<file path="src/rtl/div_ctrl_pkg.sv">
// Shared types and constants for the divider controller.
package div_ctrl_pkg;

  // Controller states; the encoding is also exported on the debug port.
  typedef enum logic [1:0] {
    IDLE   = 2'd0,
    SETTLE = 2'd1,
    DONE   = 2'd2
  } state_t;

  // Default operand/result width.
  localparam int WIDTH_DEF = 32;

  // Most negative value at the default width.
  localparam logic [WIDTH_DEF-1:0] INT_MIN = {1'b1, {(WIDTH_DEF-1){1'b0}}};

  // Settle counter width; holds SETTLE_CYCLES-1 for SETTLE_CYCLES in 1..15.
  localparam int CNT_W = 4;

endpackage

</file>
<file path="src/rtl/div_special_detect.sv">
// Classifies an operand pair as divide-by-zero, INT_MIN/-1 overflow, or normal.
// Purely combinational; the two flags are never both set.
module div_special_detect
  import div_ctrl_pkg::*;
#(
  parameter int WIDTH = WIDTH_DEF
) (
  input  logic [WIDTH-1:0] dividend,
  input  logic [WIDTH-1:0] divisor,
  output logic             is_zero,
  output logic             is_ovf
);

  localparam logic [WIDTH-1:0] MIN_W = {1'b1, {(WIDTH-1){1'b0}}};

  // Zero divisor wins; overflow is only INT_MIN divided by -1.
  always_comb begin
    is_zero = (divisor == '0);
    is_ovf  = (dividend == MIN_W) && (divisor == '1);
  end

endmodule

</file>
<file path="src/rtl/div_ctrl.sv">
// Multi-cycle controller around a combinational signed divider core.
// Operands are latched on start and held on the core inputs for SETTLE_CYCLES
// cycles, then quotient/remainder are captured into LO/HI.
// Divide-by-zero and INT_MIN/-1 are resolved here without using the core.
// Optional feature macro: DIV_ZERO_TRAP_EN (zero divisor raises div_trap and
// leaves HI/LO untouched instead of writing all-ones/dividend).
//
// Handshake: start is a request sampled only in IDLE or DONE; there is no
// ready. busy is high while the core is still settling, done pulses for one
// cycle when results are valid in hi_out/lo_out. start while settling is dropped.
module div_ctrl
  import div_ctrl_pkg::*;
#(
  parameter int WIDTH         = WIDTH_DEF,
  parameter int SETTLE_CYCLES = 4
) (
  input  logic             clock,
  input  logic             clr_n,
  input  logic             start,
  input  logic [WIDTH-1:0] dividend,
  input  logic [WIDTH-1:0] divisor,
  output logic             busy,
  output logic             done,
  output logic             div_by_zero,
  output logic             div_trap,
  output logic [WIDTH-1:0] hi_out,
  output logic [WIDTH-1:0] lo_out,
  output logic [WIDTH-1:0] div_dividend,
  output logic [WIDTH-1:0] div_divisor,
  input  logic [WIDTH-1:0] div_quotient,
  input  logic [WIDTH-1:0] div_remainder,
  output state_t           dbg_state
);

  localparam logic [CNT_W-1:0] CNT_LOAD = CNT_W'(SETTLE_CYCLES - 1);
  localparam logic [WIDTH-1:0] MIN_W    = {1'b1, {(WIDTH-1){1'b0}}};

  state_t           state, state_nx;
  logic [CNT_W-1:0] cnt, cnt_nx;
  logic [WIDTH-1:0] hi_nx, lo_nx, opa_nx, opb_nx;
  logic             dbz_nx;
  logic             is_zero, is_ovf;
`ifdef DIV_ZERO_TRAP_EN
  logic             trap_q, trap_nx;
`endif

  div_special_detect #(.WIDTH(WIDTH)) u_detect (
    .dividend (dividend),
    .divisor  (divisor),
    .is_zero  (is_zero),
    .is_ovf   (is_ovf)
  );

  // State, counter, operand and result registers.
  always_ff @(posedge clock) begin
    if (!clr_n) begin
      state        <= IDLE;
      cnt          <= '0;
      hi_out       <= '0;
      lo_out       <= '0;
      div_by_zero  <= 1'b0;
      div_dividend <= '0;
      div_divisor  <= '0;
`ifdef DIV_ZERO_TRAP_EN
      trap_q       <= 1'b0;
`endif
    end else begin
      state        <= state_nx;
      cnt          <= cnt_nx;
      hi_out       <= hi_nx;
      lo_out       <= lo_nx;
      div_by_zero  <= dbz_nx;
      div_dividend <= opa_nx;
      div_divisor  <= opb_nx;
`ifdef DIV_ZERO_TRAP_EN
      trap_q       <= trap_nx;
`endif
    end
  end

  // Next-state and register updates; everything holds unless a branch says otherwise.
  always_comb begin
    state_nx = state;
    cnt_nx   = cnt;
    hi_nx    = hi_out;
    lo_nx    = lo_out;
    dbz_nx   = div_by_zero;
    opa_nx   = div_dividend;
    opb_nx   = div_divisor;
`ifdef DIV_ZERO_TRAP_EN
    trap_nx  = 1'b0;
`endif
    case (state)
      IDLE, DONE: begin
        state_nx = IDLE;
        if (start) begin
          opa_nx = dividend;
          opb_nx = divisor;
          if (is_zero) begin
            state_nx = DONE;
            dbz_nx   = 1'b1;
`ifdef DIV_ZERO_TRAP_EN
            trap_nx  = 1'b1;
`else
            lo_nx    = '1;
            hi_nx    = dividend;
`endif
          end else if (is_ovf) begin
            state_nx = DONE;
            lo_nx    = MIN_W;
            hi_nx    = '0;
            dbz_nx   = 1'b0;
          end else begin
            state_nx = SETTLE;
            cnt_nx   = CNT_LOAD;
          end
        end
      end
      SETTLE: begin
        if (cnt == '0) begin
          state_nx = DONE;
          lo_nx    = div_quotient;
          hi_nx    = div_remainder;
          dbz_nx   = 1'b0;
        end else begin
          cnt_nx = cnt - 1'b1;
        end
      end
      default: state_nx = IDLE;
    endcase
  end

  // busy covers the settle window up to, not including, the capture cycle,
  // so a single-cycle settle never raises it.
  assign busy      = (state == SETTLE) && (cnt != '0);
  assign done      = (state == DONE);
  assign dbg_state = state;

`ifdef DIV_ZERO_TRAP_EN
  assign div_trap = trap_q;
`else
  assign div_trap = 1'b0;
`endif

endmodule

</file>
<file path="config.mk">
export PLATFORM = sky130hd
export DESIGN_NAME = div_ctrl
export DESIGN_NICKNAME = d
export VERILOG_FILES = /design/src/rtl/div_ctrl_pkg.sv /design/src/rtl/div_special_detect.sv /design/src/rtl/div_ctrl.sv
export SDC_FILE = /design/constraint.sdc
export NUM_CORES = 1
export LEC_CHECK = 0
export CAP_MARGIN = 0
export CORE_MARGIN = 4
export CORE_UTILIZATION = 44
export CTS_CLUSTER_SIZE = 8
export DETAILED_ROUTE_END_ITERATION = 16
export PLACE_DENSITY = 0.86
export RECOVER_POWER = 25
export REMOVE_ABC_BUFFERS = 1
export SYNTH_ARGS = -nofsm -noshare
export SYNTH_HDL_FRONTEND = slang
export SYNTH_SLANG_ARGS = --single-unit
</file>
<file path="constraint.sdc">
create_clock -name clock -period 5.5 [get_ports clock]
set_input_delay 1.375 -clock clock [delete_from_list [all_inputs] [get_ports clock]]
set_output_delay 1.375 -clock clock [all_outputs]
set_load 0.02 [all_outputs]
</file>
[Word-level counts from Yosys, hierarchy flattened]
Cells that the tools add are included.
Storage, ports and cells
  output and inout port bits: 134
  register bits after elaboration: 135
  word-level logic and storage cells: 54
  input port bits: 131
Operators by class
  equal/unequal tests: 10
  reduce and logical (&&, ||, !) cells: 11
  mux-type cells: 25
  add/sub/neg operators: 1
Operators by type and width (count)
  $mux 32: 8
  $pmux 32 s2: 2
  $eq 32x32->1 const B: 2
  $logic_not 32->1: 1
  $mux 4: 4
  $ne 2x2->1 const B: 5
  $mux 2: 4
  $pmux 4 s2: 1
  $reduce_and 5->1: 1
  $logic_not 4->1: 1
  $mux 1: 4
  $pmux 2 s2: 1
  $reduce_and 4->1: 1
  $reduce_bool 4->1: 1
  $sub 4x1->4 const B: 1
  $ne 3x3->1 const B: 1
  $eq 2x1->1 const B: 1
  $eq 2x2->1 const B: 1
  $logic_and 1x1->1: 2
  $logic_not 2->1: 1
  $pmux 1 s2: 1
  $reduce_and 2->1: 1
  $reduce_bool 2->1: 1
  $reduce_or 2->1: 1

[Depth between registers and ports, before layout]
  depth in word-level cells: 6
  depth in mapped cells: 9

[Cells and area by module]
Synthesis repeated with hierarchy kept, for this count alone.
Second synthesis, totals
  cell total of the unflattened synthesis: 704
  area total of the unflattened synthesis: 5865.6 um^2
Modules (own cells, without submodules)
  div_ctrl: cells each 672, area an instance 5639.2 um^2, times used 1
  div_special_detect: cells each 32, area an instance 226.5 um^2, times used 1

[Least setup slack after synthesis]
Ideal clock, no wire load.
  kind: input port to flip-flop
  from: input divisor[26]
  to: register hi_out[11]
  path buffers: 4
  setup time: 122 ps
  arrival time: 3063 ps
  cell stages on the path: 9
  setup slack: 2316 ps
  data required time: 5378 ps
  cells stage by stage: nor4_1 -> nand2_1 -> or4_1 -> buf_2 -> a31oi_2 -> buf_4 -> buf_4 -> buf_2 -> a21oi_1
Between the ends
  word-level cells in the longest chain between the ends: 4
Ends and longest elaborated chain
  from (decl): RTL line div_ctrl.sv:21  | input logic [WIDTH-1:0] divisor,
  $eq 32x32->1 / $logic_not 32->1 (equally long branches): RTL line div_special_detect.sv:19, div_special_detect.sv:18
  $logic_and 1x1->1 / $mux 32 (equally long branches): RTL line div_special_detect.sv:19, div_ctrl.sv:99
  $ne 3x3->1 (no line) / $mux 32 (equally long branches)
  $reduce_and 4->1 (no line) / $pmux 32 s2 (equally long branches)
  to (signal assigned): RTL line div_ctrl.sv:70  | hi_out <= hi_nx;
  to (decl): RTL line div_ctrl.sv:26  | output logic [WIDTH-1:0] hi_out,
Parallel ways exist; a longest one is shown, timed or not. The select of a mux whose other input is x is not followed.
A chain may end at the register's enable or synchronous reset.

[Worst setup path after layout]
  from: input divisor[19]
  to: register lo_out[18]
Between the ends
  word-level cells in the longest chain between the ends: 4
Ends and longest elaborated chain
  $eq 32x32->1 / $logic_not 32->1 (equally long branches): RTL line div_special_detect.sv:19, div_special_detect.sv:18
  $logic_and 1x1->1 / $mux 32 (equally long branches): RTL line div_special_detect.sv:19, div_ctrl.sv:99
  $ne 3x3->1 (no line) / $mux 32 (equally long branches)
  $reduce_and 4->1 (no line) / $pmux 32 s2 (equally long branches)
  to (signal assigned): RTL line div_ctrl.sv:71  | lo_out <= lo_nx;
  to (decl): RTL line div_ctrl.sv:27  | output logic [WIDTH-1:0] lo_out,
Parallel ways exist; a longest one is shown, timed or not. The select of a mux whose other input is x is not followed.

==> parameters.txt <==
Parameter                              Value

Power and ir drop
  Net Sw Power    704 uW
  Part of the total power dissipated in combinational logic    0.184
  Net Sw Frac    0.262
  Total internal power    1980 uW
  Power density of the placed cells    308 nW/um^2
  Leak Pwr    0.00334 uW
  Worst IR drop on VDD    0.179 mV
  Clk network pwr share    0.419
  Share of total power in sequential cells    0.397

STA
  Headroom to the max-slew limit    0.172
  Slew at the pin with the worst max-slew slack    1240 ps
  Max Clock Freq    226 MHz
  Min setup slack post-route    1070 ps
  Setup clock skew after layout    7.08 ps
  Portion of the clock cycle consumed by the worst path in the final layout    0.806
  Min Tclk post-route    4430 ps
  Setup repair after global routing missed its margin    false
  Max Transition Viols Final    0
  Number of hold-slack violations in the final timing report    0
  Final setup vio count    0

Setup path
  Data arrival time of the worst path    4710 ps
  Critical Path RT    5780 ps
  Setup slack on the worst flop-to-flop path    2990 ps
  Launch point of the worst reg-to-reg path    cnt[0]
  Critical path class    input port to flip-flop
  R2r worst-path depth    8
  Critical path capture point    lo_out[18]
  Type of element launching the critical path    input port
  Setup crit start    divisor[19]
  Worst Path Max Fanout    31
  Endpoint kind of the worst setup timing path    flip-flop
  FF-to-FF End    lo_out[18]

Hold path
  Instance count along the most critical hold path    2
  Path type of the worst min-delay path    flip-flop to flip-flop

Placed design
  Placement Setup Slack    787 ps
  Total of buffers placed on input and output ports    263
  Final RePlAce weighted congestion    0.864
  HPWL Detailed    13100 um

Floorplanning
  Number of rows in the core area    40
  Die Y-Extent    119 um
  Initial core utilization    0.451
  Boundary pin count    265
  Core ar.    12100 um^2
  Area of the die    14200 um^2
  Die width    119 um

Detailed routing
  DRT Pass-1 Iters    5
  Routed wire length    19200 um
  Routed length per instance    17.0 um
  Average vias per placed instance    5.38
  Antenna Violating Nets Remaining    0
  DRC violations left    0
  Number of design-rule violations left by the first detailed-router iteration    581
  Via total after detailed routing    6065

Final layout
  Area delta synth->final    60.8%
  Area taken by flip-flops and latches    2700 um^2
  Area of the multi-input gates    2480 um^2
  Share of post-route cells with drive strength above 1    0.0501
  Most frequent cells in the layout    nand2_1, clkdlybuf4s50_1, dfxtp_1
  Utilization of the core after routing    0.724
  Count of fill cells added during filler insertion    895
  Antenna Diode Count    0
  Post-layout nets    1078
  Leading cell type in the layout, fill and taps excluded    nand2_1

Clock tree
  Setup bufs post-CTS    0
  Maximum clock insertion buffer count    2
  Clock Latency Late Sink    410 ps
  H-tree levels    4
  Clk root buf    clkbuf_16
  Clock transition at the registers of the reported paths    60 ps
  Number of hold-repair buffers added at the cts stage    0
  Clock tree from TritonCTS    done
  Post-CTS resize count    0
  Sink Count    135
  Total clock buffers created by CTS    17

Logic synthesis
  Post-synthesis sequential element count    135
  Netlist area before placement    5430 um^2
  Biggest area contributors in the synthesized netlist    dfxtp_1, nand2_1, a21oi_1
  Synth top area share    0.497
  Synth area leader    dfxtp_1
  Count of different cell masters after synthesis    31
  Average instance area after synthesis    7.61 um^2
  Register area share after synthesis    0.497
  YS warnings    0
  Post-synthesis cell count    714

Global route
  Initial antenna violation count    0
  Vias in the first global route    5857
  Maximum number of pins on one net before global-route repair    66
  Total track usage    0.265
  Wire length of the first global-routing pass    30200 um
  Total grt overflow    0

Outcome
  Status    complete, no violations

Job
  Number of max-cap violations    0
[sequential cells by signal, indices dropped and copies added (netlist names)]
| signal | flops |
|---|---|
| hi_out | 32 |
| lo_out | 32 |
| cnt | 4 |
| div_dividend | 32 |
| div_divisor | 32 |
| div_by_zero | 1 |
| dbg_state | 2 |
[cell type report]
type | instances | share of cell area
tap | 168 | 0.0241
clock buffer | 26 | 0.0617
sequential | 135 | 0.309
timing repair buffer | 274 | 0.312
clock inverter | 6 | 0.00702
multi-input combinational | 515 | 0.284
inverter | 3 | 0.00143
[worst min-delay path by stage]
| stage | start | to |
|---|---|---|
| finish | div_divisor[1] | div_divisor[1] |
| CTS | div_divisor[19] | div_divisor[19] |
| global placement | div_dividend[27] | div_dividend[27] |
| floorplan | cnt[0] | cnt[0] |
| detailed placement | div_divisor[19] | div_divisor[19] |
| global route | div_dividend[16] | div_dividend[16] |
[power groups by stage]
stage | combinational [uW] | clock [uW] | sequential [uW]
after floorplan | 151 | 0 | 1160
after global placement | 496 | 0 | 1090
after detailed placement | 500 | 0 | 1090
after CTS | 505 | 1140 | 1070
after global routing | 531 | 1190 | 1080
final | 494 | 1130 | 1070
[metrics by stage]
step	total power, uW	TNS, ps	cells	cell area (um^2)	hold WS [ps]
CTS	2710	0	1127	8740	453
detailed placement	1590	0	1095	8140	445
global route	2790	0	1127	8740	467
floorplan	1310	-84530	653	5170	455
global placement	1580	0	1095	8140	441
finish	2690	0	1127	8740	448
[cell usage after synthesis (all sizes together)]
cell type / count
nor2: 69
nand4: 8
nor3b: 1
nand2b: 3
o22ai: 1
nand2: 199
ha: 1
conb: 1
clkbuf: 41
a31oi: 2
o21ai: 32
nand4b: 2
a21oi: 132
or2: 1
or3: 1
inv: 3
nor2b: 3
buf: 20
or4: 9
dfxtp: 135
or4bb: 1
a311oi: 31
nor4: 12
a211oi: 1
and3: 1
nor3: 1
and2: 1
nand3b: 2
[logic make-up after synthesis]
logic type,Yosys count,synth area share
compound gates,199,0.207
fa+ha+maj,1,0.00230
simple gates,314,0.242
flops,135,0.497
buf+inv,64,0.0502
other cells,1,0.000690
[per-layer routing]
layer / wire length, um / track usage / vias up
li1: - / - / 2922
met3: 1470 / 0.0736 / 60
met5: 0 / 0 / -
met2: 9280 / 0.437 / 292
met4: 815 / 0.136 / 0
met1: 7650 / 0.315 / 2791
[worst max-delay path: stages]
cell and delay, ps:
clkdlybuf4s50_1 500, nor4_1 290, nand2_1 100, or4_1 930, nand2b_1 910, a311oi_1 580
(Power assumes the default switching activity.)
